`src/rtl/dc_stage.sv`:
```
// ----------------------------------------------------------------------------
// dc_stage -- data-cache access stage between EX and MEM.
//
// Registers the EX->DC bus. For each load or store it runs one transaction on
// the data bus using the req / addr_ok / data_ok handshake. While that
// transaction is outstanding it holds the front of the pipeline. Once the
// transaction completes, it presents the payload and the captured load word
// to MEM.
//
// Ports
//   i_clk               clock
//   i_rst               synchronous active-high reset
//   i_stall             pipeline stall vector from ctrl (1 = stop)
//   i_ex_to_dc_bus      {store_wdata[31:0], DC->MEM payload[150:0]}
//   o_data_req          request valid
//   o_data_wr           1 = store, 0 = load
//   o_data_size         00 byte, 01 half, 10 word
//   o_data_wstrb        byte enables (stores only)
//   o_data_addr         byte address (= ex_result)
//   o_data_wdata        store data, already lane-replicated by EX
//   i_data_addr_ok      request accepted
//   i_data_data_ok      response valid
//   i_data_rdata        response data
//   o_stallreq_for_dc   hold pipeline stages 0..3
//   o_dc_to_mem_bus     registered payload to MEM
//   o_data_sram_rdata   registered load word to MEM
//   o_dc_to_rf_bus      {is_load, hilo_bus[65:0], rf_we, rf_waddr, ex_result}
//
// Payload layout (bit positions):
//   mem_op[150:143] hilo[142:77] pc[76:45] ram_en[44] ram_wen[43]
//   ram_sel[42:39] sel_rf_res[38] rf_we[37] rf_waddr[36:32] ex_result[31:0]
// mem_op is one-hot: 0 lb, 1 lbu, 2 lh, 3 lhu, 4 lw, 5 sb, 6 sh, 7 sw.
// ----------------------------------------------------------------------------
module dc_stage #(
    parameter int unsigned EX_TO_DC_WD  = 183,
    parameter int unsigned DC_TO_MEM_WD = 151,
    parameter int unsigned STALL_WD     = 6
) (
    input  logic                    i_clk,
    input  logic                    i_rst,
    input  logic [STALL_WD-1:0]     i_stall,
    input  logic [EX_TO_DC_WD-1:0]  i_ex_to_dc_bus,
    output logic                    o_data_req,
    output logic                    o_data_wr,
    output logic [1:0]              o_data_size,
    output logic [3:0]              o_data_wstrb,
    output logic [31:0]             o_data_addr,
    output logic [31:0]             o_data_wdata,
    input  logic                    i_data_addr_ok,
    input  logic                    i_data_data_ok,
    input  logic [31:0]             i_data_rdata,
    output logic                    o_stallreq_for_dc,
    output logic [DC_TO_MEM_WD-1:0] o_dc_to_mem_bus,
    output logic [31:0]             o_data_sram_rdata,
    output logic [104:0]            o_dc_to_rf_bus
);

    localparam logic STOP    = 1'b1;
    localparam logic NO_STOP = 1'b0;
    localparam int unsigned MEM_OP_LSB = 143;

    typedef enum logic [1:0] {StIdle, StAddr, StData, StDone} state_e;

    state_e                 r_state;
    state_e                 w_state_next;
    logic [EX_TO_DC_WD-1:0] r_bus;
    logic [31:0]            r_rdata_buf;

    logic [31:0] w_ex_result;
    logic [4:0]  w_rf_waddr;
    logic        w_rf_we;
    logic        w_sel_rf_res;
    logic [3:0]  w_ram_sel;
    logic        w_ram_wen;
    logic        w_ram_en;
    logic [65:0] w_hilo;
    logic [31:0] w_store_wdata;
    logic        w_access;
    logic        w_resp;
    logic        w_unused;

    // Only stages 2 and 3 of the stall vector concern this stage.
    assign w_unused = ^{i_stall[STALL_WD-1:4], i_stall[1:0]};

    // Input register: a bubble is inserted when DC stops but MEM moves on.
    always_ff @(posedge i_clk) begin
        if (i_rst) begin
            r_bus <= '0;
        end else if (i_stall[2] == STOP && i_stall[3] == NO_STOP) begin
            r_bus <= '0;
        end else if (i_stall[2] == NO_STOP) begin
            r_bus <= i_ex_to_dc_bus;
        end
    end

    assign w_ex_result   = r_bus[31:0];
    assign w_rf_waddr    = r_bus[36:32];
    assign w_rf_we       = r_bus[37];
    assign w_sel_rf_res  = r_bus[38];
    assign w_ram_sel     = r_bus[42:39];
    assign w_ram_wen     = r_bus[43];
    assign w_ram_en      = r_bus[44];
    assign w_hilo        = r_bus[142:77];
    assign w_store_wdata = r_bus[182:151];
    assign w_access      = w_ram_en;

    always_ff @(posedge i_clk) begin
        if (i_rst) begin
            r_state <= StIdle;
        end else begin
            r_state <= w_state_next;
        end
    end

    // w_resp marks the cycle in which the outstanding transaction's data_ok
    // lands. A data_ok that arrives with nothing outstanding is ignored.
    always_comb begin
        w_state_next = r_state;
        o_data_req   = 1'b0;
        w_resp       = 1'b0;
        unique case (r_state)
            StIdle: begin
                o_data_req = w_access;
                if (w_access) begin
                    if (i_data_addr_ok) begin
                        w_state_next = i_data_data_ok ? StDone : StData;
                        w_resp       = i_data_data_ok;
                    end else begin
                        w_state_next = StAddr;
                    end
                end
            end
            StAddr: begin
                o_data_req = 1'b1;
                if (i_data_addr_ok) begin
                    w_state_next = i_data_data_ok ? StDone : StData;
                    w_resp       = i_data_data_ok;
                end
            end
            StData: begin
                if (i_data_data_ok) begin
                    w_state_next = StDone;
                    w_resp       = 1'b1;
                end
            end
            StDone: begin
                // Leave on the same edge that MEM takes this op.
                if (i_stall[3] == NO_STOP) begin
                    w_state_next = StIdle;
                end
            end
            default: w_state_next = StIdle;
        endcase
    end

    always_ff @(posedge i_clk) begin
        if (i_rst) begin
            r_rdata_buf <= '0;
        end else if (w_resp && !w_ram_wen) begin
            r_rdata_buf <= i_data_rdata;
        end
    end

    always_comb begin
        o_data_size = 2'b00;
        if (r_bus[MEM_OP_LSB+2] || r_bus[MEM_OP_LSB+3] || r_bus[MEM_OP_LSB+6]) begin
            o_data_size = 2'b01;
        end else if (r_bus[MEM_OP_LSB+4] || r_bus[MEM_OP_LSB+7]) begin
            o_data_size = 2'b10;
        end
    end

    // Low in StDone, so a zero-wait access costs exactly one stall cycle.
    assign o_stallreq_for_dc = ((r_state == StIdle) && w_access) ||
                               (r_state == StAddr) || (r_state == StData);

    assign o_data_wr         = w_ram_wen;
    assign o_data_wstrb      = w_ram_wen ? w_ram_sel : 4'b0000;
    assign o_data_addr       = w_ex_result;
    assign o_data_wdata      = w_store_wdata;
    assign o_dc_to_mem_bus   = r_bus[DC_TO_MEM_WD-1:0];
    assign o_data_sram_rdata = r_rdata_buf;
    assign o_dc_to_rf_bus    = {w_ram_en & ~w_ram_wen & w_sel_rf_res, w_hilo, w_rf_we,
                                w_rf_waddr, w_ex_result};

endmodule

```
`config.mk`:
```
export PLATFORM = sky130hd
export DESIGN_NAME = dc_stage
export DESIGN_NICKNAME = d
export VERILOG_FILES = /design/src/rtl/dc_stage.sv
export SDC_FILE = /design/constraint.sdc
export NUM_CORES = 1
export LEC_CHECK = 0
export ABC_CLOCK_PERIOD_IN_PS = 2070
export CAP_MARGIN = 15
export CORE_AREA = 2 2 229 231
export DETAILED_ROUTE_END_ITERATION = 8
export DIE_AREA = 0 0 231 233
export GPL_TIMING_DRIVEN = 0
export HOLD_SLACK_MARGIN = 0.12
export PLACE_DENSITY = 0.53
export RECOVER_POWER = 50
export SETUP_SLACK_MARGIN = 0.15
export SYNTH_ARGS = -nofsm -noshare
export SYNTH_HDL_FRONTEND = slang
export SYNTH_SLANG_ARGS = --single-unit
```
`constraint.sdc`:
```
create_clock -name i_clk -period 2.07 [get_ports i_clk]
set_clock_uncertainty 0.05 [all_clocks]
set_input_delay 0.621 -clock i_clk [delete_from_list [all_inputs] [get_ports i_clk]]
set_output_delay 0.621 -clock i_clk [all_outputs]
set_load 0.02 [all_outputs]
```
# After elaboration in Yosys (flattened, before gate mapping)
# Cells that the tools add are included.
[totals]
inputBits = 225
ff_bits = 217
[classes]
n_bitwise = 4
reduce_logical = 12
eq_ne = 7
n_mux = 15
[op_table]
columns = ["operator", "n"]
rows = [
  ["2-to-1 mux 2 bit", 7],
  ["!= test 2 bit (second input constant)", 4],
  ["case mux 2 bit (4 select lines)", 1],
  ["logical OR 1 bit", 5],
  ["== test 2 bit (second input constant)", 2],
  ["2-to-1 mux 1 bit", 4],
  ["2-to-1 mux 4 bit", 1],
  ["AND reduction 4 bit", 1],
  ["logical AND 1 bit", 3],
  ["case mux 1 bit (3 select lines)", 1],
  ["bitwise AND 1 bit", 2],
  ["== test 2 x 1 -> 1 bit (second input constant)", 1],
  ["zero test 2 bit", 1],
  ["NOT 1 bit", 2],
  ["case mux 1 bit (2 select lines)", 1],
  ["OR reduction 2 bit", 1],
  ["zero test 1 bit", 1],
]

# Logic depth before layout (Yosys ltp)
[logic_depth]
depth_word = 4
depth_mapped = 8
mapped_depth_nobuf = 6

# Worst setup path before layout
# Ideal clock, no wire load.
[synth_timing]
path_kind = "reg-to-output"
startpoint = "register r_state[0]"
endpoint = "output port o_stallreq_for_dc"
setup_slack_ns = 0.150
stages_incl_launch_ff = 5
path_buffers = 0
required_time_ns = 1.399
arrival_ns = 1.249
path_cell_list = "dfxtp_1 inv_1 ha_1 a211oi_1 inv_1"
[synth_between]
elab_chain_len = 4
elab_cells_between_ends = 6
classes_between = "eq/ne: 2; reduce/logical: 4"
[synth_lines]
columns = ["element", "line", "rtl"]
rows = [
  ["start: declaration", "64", "state_e r_state;"],
  ["start signal: assignment", "109", "r_state <= StIdle;"],
  ["start signal: assignment", "111", "r_state <= w_state_next;"],
  ["zero test 2 bit", "174", "assign o_stallreq_for_dc = ((r_state == StIdle) && w_access) ||"],
  ["logical AND 1 bit", "174", ""],
  ["logical OR 1 bit", "174", ""],
  ["logical OR 1 bit (*)", "175", "(r_state == StAddr) || (r_state == StData);"],
  ["end: declaration", "52", "output logic o_stallreq_for_dc,"],
]
# Mark *: on every way between the ends. The rest lies on a longest branch, timed or not.

# Worst setup path in the final report
[layout_timing]
startpoint = "register r_state[1]"
endpoint = "output port o_stallreq_for_dc"
# Same word-level chain as after synthesis.

==> impl_metrics.py <==
metrics = {
    "global_routing": {
        "track_usage": 0.124,
        "grt_pass1_vias": 8171,
        "antenna_found_initial": 0,
        "grt_max_degree": 13,
        "use_met2": 0.222,
        "grt_pass1_wl_um": 51100,
        "grt_remaining_overflow": 0,
        "use_met3": 0.0376,
        "grt-busiest-layer": "met2",
        "grt_util_met1": 0.141,
    },
    "synthesis": {
        "synth_top_area_frac": 0.494,
        "synth_fp_nets": 1136,
        "synth_common_cells": "dfxtp_1 (217), nor2_1 (187), mux2i_1 (183)",
        "ys_ff_latch": 217,
        "async_flop_share": 0,
        "synth_ff_type": "dfxtp_1",
        "synth_area_leader_cell": "dfxtp_1",
        "syn_area_mm2": 0.00880,
        "synth-edff-count": 0,
        "yosysWarnings": 0,
        "ys_types": 21,
        "syn_inst": 906,
        "avgSynthCellArea_um2": 9.71,
        "synth_area_leaders": "dfxtp_1 (49%), mux2i_1 (21%), buf_4 (12%)",
        "yosysMostFrequentCell": "dfxtp_1",
        "yosysSeqAreaShare": 0.494,
    },
    "timing": {
        "slew_viol_final": 0,
        "layout_setup_ws_ps": -188,
        "rsz0062_at_grt": "yes",
        "relSlewSlack": 0.582,
        "setup_violations": 27,
        "worstMarginPinSlew_ps": 627,
        "fmaxAchievable_mhz": 443,
        "fin_crit_ps": 2260,
        "period_share": 1.09,
        "finalHoldViolCount": 0,
        "setup_tns_ps": -775,
    },
    "die": {
        "core-area_mm2": 0.0511,
        "fp.dieH_um": 233,
        "io_pins": 586,
        "die-area_mm2": 0.0538,
        "die_w_um": 231,
        "rows": 83,
        "initial_core_util": 0.172,
    },
    "clock_network": {
        "cts_tree": "done",
        "htree_num_levels": 1,
        "cts.sinks": 217,
        "clock_latency_ps": 540,
        "clock_path_buffers": 3,
        "cts-root-buf": "clkbuf_16",
        "numCtsBuffers": 26,
        "clkTransAtPathRegs_ps": 60,
    },
    "placement": {
        "globalplace.congestion": 0.830,
        "portBuffers": 579,
        "dp_hpwl_um": 28000,
        "dp_cells": 2165,
        "placed_area_mm2": 0.0154,
    },
    "power": {
        "power.density_mw_per_mm2": 785,
        "power_mw": 12.5,
        "ir_drop_mv": 0.636,
        "power.leakage_nw": 7.17,
    },
    "setup_path": {
        "end_kind": "output pin",
        "crit_required_ps": 1400,
        "cp.arrival_ps": 1590,
        "startpoint_type": "flop",
        "critPathKind": "reg2out",
        "crit_fanout": 5,
    },
    "drt": {
        "first_pass_iters": 4,
        "via_count": 8330,
        "drt_iter0_markers": 198,
        "drc": 0,
        "wl_per_cell_um": 16.0,
        "ant_nets": 0,
        "wl_um": 35900,
        "via_per_inst": 3.72,
    },
    "final_layout": {
        "syn_to_final_growth_pct": 80.9,
        "diodes": 0,
        "final_area_mm2": 0.0159,
        "nNetsFinal": 1771,
        "fill_cells": 5472,
        "stdcell_count": 2241,
        "drive_above_1_share": 0.359,
    },
    "run_status": {
        "outcome": "complete, but fails checks",
        "violations": "setup timing",
    },
    "job": {
        "drv_cap": 0,
    },
    "worst_hold_path": {
        "hp-class": "reg2reg",
    },
}
==> registers in the layout, summed over array words and instances (netlist names) <==
signal	flops
r_state	2
o_data_sram_rdata	32
r_bus	183
==> metal layers <==
layer / share of wire / vias up
li1: - / 4093
met1: 0.39 / 3847
met2: 0.50 / 345
met3: 0.079 / 45
met4: 0.026 / 0
met5: 0 / -
==> worst paths after layout <==
check / end / slack, ps / from / cells after the start
setup / recovery: o_stallreq_for_dc / -190 / r_state[1] / 5
hold / removal: o_data_sram_rdata[18] / 400 / o_data_sram_rdata[18] / 2
setup reg to reg: o_data_sram_rdata[4] / 80 / r_state[0] / 8
hold reg to reg: o_data_sram_rdata[18] / 400 / o_data_sram_rdata[18] / 2
==> repair_timing <==
action                                  4_1_cts  5_1_grt
hold buffers                                  0        0
gates cloned                                  0        3
hold endpoints to repair                      0        0
gates resized for setup                    1309      125
pin swaps                                     2        2
endpoints found under the setup margin      561      190
setup buffers                                15       10
==> cells in the final DEF, fill, tap and decap left out, drive strengths merged, types with 9 or more instances in the layout <==
cell type      instances
buf                  308
nand2                 67
clkbuf               175
mux2i                183
a21oi                 33
clkdlybuf4s15        124
dfxtp                217
nor2                 187
dlygate4sd2            9
clkdlybuf4s50        217
==> kinds of logic (layout without fill, tap and decap cells) <==
kind of cell               Yosys count  count (layout)  share of synthesized area
muxes                              183             183                      0.208
adders and majority gates            5               5                    0.00711
and+or+nand+nor                    267             267                      0.119
DFF                                217             217                      0.494
AOI/OAI and AO/OA                   40              40                     0.0249
buffers and inverters              194             849                      0.147
==> stage by stage <==
stage          hold slack [ps]  worst slack, ps   util
2_1_floorplan              436              194      -
6_report                   405             -188  0.311
5_1_grt                    420             -267  0.311
3_5_place_dp               398             -847  0.302
4_1_cts                    403             -265  0.317
3_3_place_gp               394             -826  0.302
==> power by group <==
group | switching [mW] | total (mW) | internal [mW]
sequential | 0.231 | 4.70 | 4.47
combinational | 1.63 | 3.26 | 1.64
clock | 1.86 | 4.52 | 2.67
==> critical path: stages, from the launching register on <==
cell,delay [ps]
dfxtp_4,380
inv_4,60
ha_4,180
a211oi_4,230
inv_2,70
buf_6,130
==> layout make-up <==
cell class / instances / area [um2] / area share
Clock inverter: 7 / 38.8 / 0.00244
Multi-Input combinational cell: 495 / 3250 / 0.204
Inverter: 5 / 23.8 / 0.00149
Tap cell: 680 / 851 / 0.0535
Clock buffer: 41 / 808 / 0.0508
Buffer: 189 / 1360 / 0.0855
Sequential cell: 217 / 4520 / 0.284
Timing Repair Buffer: 607 / 5060 / 0.318
Power figures use the tool's default switching activity.
